**src/rtl/ecc_pkg.sv**
```systemverilog
// ecc_pkg
// Shared constants for the GF(2^128) ALU command sequencer: datapath and
// register-address widths, command opcodes, the sequencer state encoding
// and the default watchdog limit.
package ecc_pkg;

    localparam int ECC_DATA_W         = 128;
    localparam int ECC_NREGS          = 8;
    localparam int ECC_AW             = 3;
    localparam int ECC_TIMEOUT_CYCLES = 255;

    localparam logic [1:0] OP_ADD  = 2'b00;
    localparam logic [1:0] OP_MULT = 2'b01;
    localparam logic [1:0] OP_SQR  = 2'b10;
    localparam logic [1:0] OP_MOV  = 2'b11;

    typedef enum logic [1:0] {
        S_IDLE  = 2'd0,
        S_ISSUE = 2'd1,
        S_WAIT  = 2'd2
    } state_e;

endpackage

```
**src/rtl/ecc_regfile.sv**
```systemverilog
// ecc_regfile
// NREGS x DATA_W operand register file for the ALU sequencer.
// Ports:
//   clk_i              clock, rising edge
//   rst_ni             synchronous active-low clear of every entry
//   we_i/waddr_i/wdata_i   single synchronous write port
//   raddr_a_i/rdata_a_o    combinational read port (operand A)
//   raddr_b_i/rdata_b_o    combinational read port (operand B)
//   raddr_c_i/rdata_c_o    combinational read port (host read)
module ecc_regfile
    import ecc_pkg::*;
#(
    parameter int DATA_W = ECC_DATA_W,
    parameter int NREGS  = ECC_NREGS,
    parameter int AW     = ECC_AW
) (
    input  logic              clk_i,
    input  logic              rst_ni,
    input  logic              we_i,
    input  logic [AW-1:0]     waddr_i,
    input  logic [DATA_W-1:0] wdata_i,
    input  logic [AW-1:0]     raddr_a_i,
    output logic [DATA_W-1:0] rdata_a_o,
    input  logic [AW-1:0]     raddr_b_i,
    output logic [DATA_W-1:0] rdata_b_o,
    input  logic [AW-1:0]     raddr_c_i,
    output logic [DATA_W-1:0] rdata_c_o
);

    logic [DATA_W-1:0] mem_q [NREGS];

    // Storage: reset clears every entry, otherwise one write per cycle.
    always_ff @(posedge clk_i) begin
        if (!rst_ni) begin
            for (int i = 0; i < NREGS; i++) begin
                mem_q[i] <= '0;
            end
        end else if (we_i) begin
            mem_q[waddr_i] <= wdata_i;
        end
    end

    // Reads see pre-edge contents, so a write is never forwarded.
    assign rdata_a_o = mem_q[raddr_a_i];
    assign rdata_b_o = mem_q[raddr_b_i];
    assign rdata_c_o = mem_q[raddr_c_i];

endmodule

```
**src/rtl/ecc_alu_sequencer.sv**
```systemverilog
// ecc_alu_sequencer
// Command sequencer in front of the GF(2^128) ALU. Owns the operand
// register file, accepts register-to-register commands, fetches operands,
// strobes exactly one ALU enable, waits for alu_done_i and writes back.
// A watchdog aborts a command whose ALU never answers.
// Ports:
//   clk_i, rst_ni                       clock / synchronous active-low reset
//   cmd_valid_i, cmd_ready_o            command handshake
//   cmd_op_i, cmd_src_a_i, cmd_src_b_i, cmd_dst_i   command fields
//   wr_en_i, wr_addr_i, wr_data_i       host register load
//   wr_drop_o                           pulse: host load ignored
//   rd_addr_i, rd_data_o                host combinational read
//   alu_da_o, alu_db_o                  registered ALU operands
//   alu_add_en_o, alu_mult_en_o, alu_sqr_en_o   one-cycle ALU start strobes
//   alu_result_i, alu_done_i            ALU result and completion pulse
//   busy_o, op_done_o                   status / command retired pulse
//   timeout_err_o, err_clr_i            sticky watchdog flag and its clear
module ecc_alu_sequencer
    import ecc_pkg::*;
#(
    parameter int DATA_W         = ECC_DATA_W,
    parameter int NREGS          = ECC_NREGS,
    parameter int AW             = ECC_AW,
    parameter int TIMEOUT_CYCLES = ECC_TIMEOUT_CYCLES
) (
    input  logic              clk_i,
    input  logic              rst_ni,
    input  logic              cmd_valid_i,
    output logic              cmd_ready_o,
    input  logic [1:0]        cmd_op_i,
    input  logic [AW-1:0]     cmd_src_a_i,
    input  logic [AW-1:0]     cmd_src_b_i,
    input  logic [AW-1:0]     cmd_dst_i,
    input  logic              wr_en_i,
    input  logic [AW-1:0]     wr_addr_i,
    input  logic [DATA_W-1:0] wr_data_i,
    output logic              wr_drop_o,
    input  logic [AW-1:0]     rd_addr_i,
    output logic [DATA_W-1:0] rd_data_o,
    output logic [DATA_W-1:0] alu_da_o,
    output logic [DATA_W-1:0] alu_db_o,
    output logic              alu_mult_en_o,
    output logic              alu_add_en_o,
    output logic              alu_sqr_en_o,
    input  logic [DATA_W-1:0] alu_result_i,
    input  logic              alu_done_i,
    output logic              busy_o,
    output logic              op_done_o,
    output logic              timeout_err_o,
    input  logic              err_clr_i
);

    localparam int CW = $clog2(TIMEOUT_CYCLES + 1);

    state_e            state_q, state_d;
    logic [AW-1:0]     dst_q, dst_d;
    logic [DATA_W-1:0] da_q, da_d;
    logic [DATA_W-1:0] db_q, db_d;
    logic              addEn_q, addEn_d;
    logic              multEn_q, multEn_d;
    logic              sqrEn_q, sqrEn_d;
    logic [CW-1:0]     count_q, count_d;
    logic              opDone_q, opDone_d;
    logic              wrDrop_q, wrDrop_d;
    logic              timeoutErr_q, timeoutErr_d;

    logic              rfWe;
    logic [AW-1:0]     rfWaddr;
    logic [DATA_W-1:0] rfWdata;
    logic [DATA_W-1:0] srcAData;
    logic [DATA_W-1:0] srcBData;

    ecc_regfile #(
        .DATA_W (DATA_W),
        .NREGS  (NREGS),
        .AW     (AW)
    ) u_regfile (
        .clk_i     (clk_i),
        .rst_ni    (rst_ni),
        .we_i      (rfWe),
        .waddr_i   (rfWaddr),
        .wdata_i   (rfWdata),
        .raddr_a_i (cmd_src_a_i),
        .rdata_a_o (srcAData),
        .raddr_b_i (cmd_src_b_i),
        .rdata_b_o (srcBData),
        .raddr_c_i (rd_addr_i),
        .rdata_c_o (rd_data_o)
    );

    // Next-state logic. The register file has one write port: in IDLE it
    // belongs to the host unless a MOV is accepted, in which case the MOV
    // takes it and the host load is reported as dropped. In WAIT it carries
    // the ALU write-back. count_q holds the number of WAIT cycles already
    // spent without alu_done, so the abort fires on the last allowed one.
    always_comb begin
        state_d      = state_q;
        dst_d        = dst_q;
        da_d         = da_q;
        db_d         = db_q;
        addEn_d      = 1'b0;
        multEn_d     = 1'b0;
        sqrEn_d      = 1'b0;
        count_d      = count_q;
        opDone_d     = 1'b0;
        wrDrop_d     = 1'b0;
        timeoutErr_d = timeoutErr_q & ~err_clr_i;
        rfWe         = 1'b0;
        rfWaddr      = wr_addr_i;
        rfWdata      = wr_data_i;

        case (state_q)
            S_IDLE: begin
                rfWe = wr_en_i;
                if (cmd_valid_i) begin
                    if (cmd_op_i == OP_MOV) begin
                        wrDrop_d = wr_en_i;
                        rfWe     = 1'b1;
                        rfWaddr  = cmd_dst_i;
                        rfWdata  = srcAData;
                        opDone_d = 1'b1;
                    end else begin
                        dst_d    = cmd_dst_i;
                        da_d     = srcAData;
                        db_d     = srcBData;
                        addEn_d  = (cmd_op_i == OP_ADD);
                        multEn_d = (cmd_op_i == OP_MULT);
                        sqrEn_d  = (cmd_op_i == OP_SQR);
                        state_d  = S_ISSUE;
                    end
                end
            end
            S_ISSUE: begin
                wrDrop_d = wr_en_i;
                count_d  = '0;
                state_d  = S_WAIT;
            end
            S_WAIT: begin
                wrDrop_d = wr_en_i;
                if (alu_done_i) begin
                    rfWe     = 1'b1;
                    rfWaddr  = dst_q;
                    rfWdata  = alu_result_i;
                    opDone_d = 1'b1;
                    state_d  = S_IDLE;
                end else if (count_q == CW'(TIMEOUT_CYCLES - 1)) begin
                    timeoutErr_d = 1'b1;
                    state_d      = S_IDLE;
                end else begin
                    count_d = count_q + CW'(1);
                end
            end
            default: begin
                state_d = S_IDLE;
            end
        endcase
    end

    // State and output registers, all cleared by reset.
    always_ff @(posedge clk_i) begin
        if (!rst_ni) begin
            state_q      <= S_IDLE;
            dst_q        <= '0;
            da_q         <= '0;
            db_q         <= '0;
            addEn_q      <= 1'b0;
            multEn_q     <= 1'b0;
            sqrEn_q      <= 1'b0;
            count_q      <= '0;
            opDone_q     <= 1'b0;
            wrDrop_q     <= 1'b0;
            timeoutErr_q <= 1'b0;
        end else begin
            state_q      <= state_d;
            dst_q        <= dst_d;
            da_q         <= da_d;
            db_q         <= db_d;
            addEn_q      <= addEn_d;
            multEn_q     <= multEn_d;
            sqrEn_q      <= sqrEn_d;
            count_q      <= count_d;
            opDone_q     <= opDone_d;
            wrDrop_q     <= wrDrop_d;
            timeoutErr_q <= timeoutErr_d;
        end
    end

    assign cmd_ready_o   = (state_q == S_IDLE) && rst_ni;
    assign busy_o        = (state_q != S_IDLE);
    assign alu_da_o      = da_q;
    assign alu_db_o      = db_q;
    assign alu_add_en_o  = addEn_q;
    assign alu_mult_en_o = multEn_q;
    assign alu_sqr_en_o  = sqrEn_q;
    assign op_done_o     = opDone_q;
    assign wr_drop_o     = wrDrop_q;
    assign timeout_err_o = timeoutErr_q;

endmodule

```
**config.mk**
```make
export PLATFORM = sky130hd
export DESIGN_NAME = ecc_alu_sequencer
export DESIGN_NICKNAME = d
export VERILOG_FILES = /design/src/rtl/ecc_pkg.sv /design/src/rtl/ecc_regfile.sv /design/src/rtl/ecc_alu_sequencer.sv
export SDC_FILE = /design/constraint.sdc
export NUM_CORES = 2
export LEC_CHECK = 0
export ABC_CLOCK_PERIOD_IN_PS = 14100
export CAP_MARGIN = 20
export CORE_MARGIN = 2
export CORE_UTILIZATION = 30
export CTS_CLUSTER_DIAMETER = 150
export DETAILED_ROUTE_END_ITERATION = 8
export PLACE_DENSITY = 0.52
export SETUP_SLACK_MARGIN = 0.1
export SYNTH_ARGS = -nofsm -noshare
export SYNTH_HDL_FRONTEND = slang
export SYNTH_HIERARCHICAL = 1
export SYNTH_SLANG_ARGS = --single-unit
```
**constraint.sdc**
```tcl
create_clock -name clk_i -period 14.1 [get_ports clk_i]
set_clock_uncertainty 0.1 [all_clocks]
set_input_delay 2.115 -clock clk_i [delete_from_list [all_inputs] [get_ports clk_i]]
set_output_delay 2.115 -clock clk_i [all_outputs]
set_load 0.05 [all_outputs]
```
==> impl_metrics.env <==
export IMPL_status="finished, violations left"
export IMPL_violations="design-rule violations"
export IMPL_wl_per_cell_um=29.97
export IMPL_chipHeight_um=496.1
export IMPL_endpoint_kind="primary output"
export IMPL_period_share_pct=59.34
export IMPL_synth_cells=5313
export IMPL_crit_buf_inv=4
export IMPL_grt_pass1_vias=52100
export IMPL_start_kind="input port"
export IMPL_dp_cells=8686
export IMPL_io_pin_count=671
export IMPL_ys_flop_type="edfxtp_1"
export IMPL_syn_to_final_growth_pct=19.32
export IMPL_synth_edf_count=1024
export IMPL_timing_fmax_mhz=119.5
export IMPL_antenna_found_initial=8
export IMPL_required_ns=11.89
export IMPL_min_to="alu_da_o[20]$_SDFFE_PN0P_"
export IMPL_r2r_slack_ns=7.52
export IMPL_ant_nets=0
export IMPL_synth_common_cells="nor3_1 (1028), edfxtp_1 (1024), mux4_2 (768)"
export IMPL_numCtsBuffers=160
export IMPL_fin_crit_ns=8.367
export IMPL_critical_path_reg2reg_endpoint="u_regfile/mem_q[6][24]$_SDFFCE_PN0P_"
export IMPL_cp_data_arrival_time_ns=6.15
export IMPL_clk_latency_ns=0.85
export IMPL_synth_ff_latch_count=1299
export IMPL_synth_cell_types=43
export IMPL_place_gp_congestion=0.8079
export IMPL_first_pass_iters=9
export IMPL_rsz0062_at_grt="no"
export IMPL_cts_setup_buffers=0
export IMPL_hp_start="alu_da_o[20]$_SDFFE_PN0P_"
export IMPL_grt_max_degree=138
export IMPL_vias=51460
export IMPL_worst_path_max_fanout=68
export IMPL_finalSetupViolations=0
export IMPL_synth_avg_cell_area_um2=13.67
export IMPL_ctsHoldBuffers=0
export IMPL_cp_cell_sequence="buf_8 > buf_4 > buf_4 > mux4_2 > mux2_2 > clkdlybuf4s50_1"
export IMPL_drt_iter0_markers=5510
export IMPL_holdPathStages=2
export IMPL_crit_type="input port to primary output"
export IMPL_ys_warn_count=6
export IMPL_nets=5949
export IMPL_clk_pin_slew_ns=0.05
export IMPL_fillers=23260
export IMPL_finalHoldViolations=0
export IMPL_slew_violations=0
export IMPL_rr_worst_depth=12
export IMPL_io_buffers=670
export IMPL_synth_area_leaders="edfxtp_1 (42%), mux4_2 (24%), dfxtp_1 (7.6%), nor3_1 (7.1%), mux2_2 (6.0%)"
export IMPL_rows=180
export IMPL_synth_most_common_cell="nor3_1"
export IMPL_htreeDepth=4
export IMPL_synth_nets=5599
export IMPL_core_um2=240800
export IMPL_power_leakage_nw=27.95
export IMPL_floorplan_initialDensity_pct=30.17
export IMPL_multi_input_area_um2=32680
export IMPL_synth_seq_area_share_pct=49.91
export IMPL_top_layer="met5"
export IMPL_cts_root_buf="clkbuf_16"
export IMPL_tightestPinTransition_ns=1.173
export IMPL_timing_rr_start="state_q[0]$_SDFFE_PN0P_"
export IMPL_grt_ovfl_total=0
export IMPL_yosysTopAreaCellShare_pct=42.33
export IMPL_hold_class="flip-flop to flip-flop"
export IMPL_grt_usage_pct=21.30
export IMPL_via_per_inst=5.726
export IMPL_fin_setup_tns_ns=0
export IMPL_ir_worst_vdd_mv=0.09727
export IMPL_slowest_stage="buf_4"
export IMPL_drc_errors=7
export IMPL_maxCapViolations=0
export IMPL_wl_um=269300
export IMPL_synth_async_sr_flop_share_pct=0
export IMPL_dieArea_um2=246100
export IMPL_die_w_um=496.1
export IMPL_drive_above_1_share_pct=25.99
export IMPL_final_instance_count_excl_fill=8987
export IMPL_cts_resized=0
export IMPL_wl_met3_um=19150
export IMPL_synth_area_um2=72630
export IMPL_crit_family="buffers and inverters"
export IMPL_clock_sinks=1299
export IMPL_synth_top_area_cell="edfxtp_1"
export IMPL_drt_met1_wl_um=109700
export IMPL_critPathMaxStageDelay_ns=0.86
export IMPL_grt_pass1_wl_um=384500
export IMPL_fin_util_pct=36.00
export IMPL_seqCellArea_um2=36250
export IMPL_crit_top_cell="buf_4"
export IMPL_dp_hpwl_um=161800
export IMPL_clockBufferDepth=3
export IMPL_dr_wl_met2_um=129000
export IMPL_relSlewSlack_pct=21.79
export IMPL_tritoncts="built"
export IMPL_total_power_mw=10.85
export IMPL_p_per_area_nw_per_um2=125.2
## layout make-up
type,count,area share [%]
Inverter,264,1.143
Clock inverter,75,0.9110
Multi-Input combinational cell,3173,37.71
Tap cell,3185,4.598
Timing Repair Buffer,765,8.713
Clock buffer,223,5.083
Antenna cell,3,0.008662
Sequential cell,1299,41.83
## tightest hold or removal path, delay by kind of cell (launching register included)
family | cells | cell delay (ns)
flops | 1 | 0.30
compound gates | 1 | 0.05
simple gates | 1 | 0.05
## power by group
part / switching (mW) / internal [mW]
Combinational: 1.42 / 0.791
Sequential: 0.147 / 4.35
Clock: 1.78 / 2.36
Total: 3.34 / 7.50
## sequential cells by signal, indices dropped and copies added (netlist names)
name / count
u_regfile/mem_q: 1024
alu_da_o: 128
alu_db_o: 128
count_q: 8
dst_q: 3
state_q: 2
alu_add_en_o: 1
alu_mult_en_o: 1
alu_sqr_en_o: 1
op_done_o: 1
timeout_err_o: 1
wr_drop_o: 1
## cell usage in the layout (no fill, tap or decap), drive strengths merged, types with 169 or more instances in the layout
master         Yosys  routed
clkbuf           352     226
mux4             768     768
a21boi           260     260
mux2             384     384
clkinv           128     169
clkdlybuf4s50      0     659
dfxtp            275     275
edfxtp          1024    1024
nor3            1028    1028
nand2            531     531
## worst max path at each step
stage / startpoint / cells past startpoint / to / slack (ns)
after detailed placement: rd_addr_i[0] / 6 / rd_data_o[85] / 5.60
after global placement: rd_addr_i[0] / 6 / rd_data_o[85] / 5.64
after floorplan: cmd_op_i[0] / 10 / u_regfile/mem_q[0][0]$_SDFFCE_PN0P_ / 0.40
final: rd_addr_i[0] / 6 / rd_data_o[88] / 5.73
after global routing: rd_addr_i[0] / 6 / rd_data_o[86] / 5.40
after CTS: rd_addr_i[0] / 6 / rd_data_o[85] / 5.60
## metrics by stage
stage               setup WS, ns  area [µm²]  hold slack [ns]
floorplan                 0.3998       72630           0.3344
global placement           5.642       81460           0.3435
detailed placement         5.599       81460           0.3473
CTS                        5.600       86660           0.3558
global route               5.400       86660           0.3708
finish                     5.733       86670           0.3520
## routing by layer
metal / track usage, % / up-vias
met3: 3.786 / 377
li1: - / 21700
met4: 8.762 / 2
met2: 34.57 / 2352
met1: 28.13 / 27020
met5: 0 / -
## kinds of logic after synthesis
kind of cell	Yosys count	synth area share [%]
AO/OA/AOI/OAI	418	4.744
multiplexers	1154	29.79
AND/OR/NAND/NOR	1594	10.13
flip-flops	1299	49.91
buffers and inverters	841	5.299
adder cells (fa/ha/maj)	7	0.1206
Power figures use the tool's default switching activity.
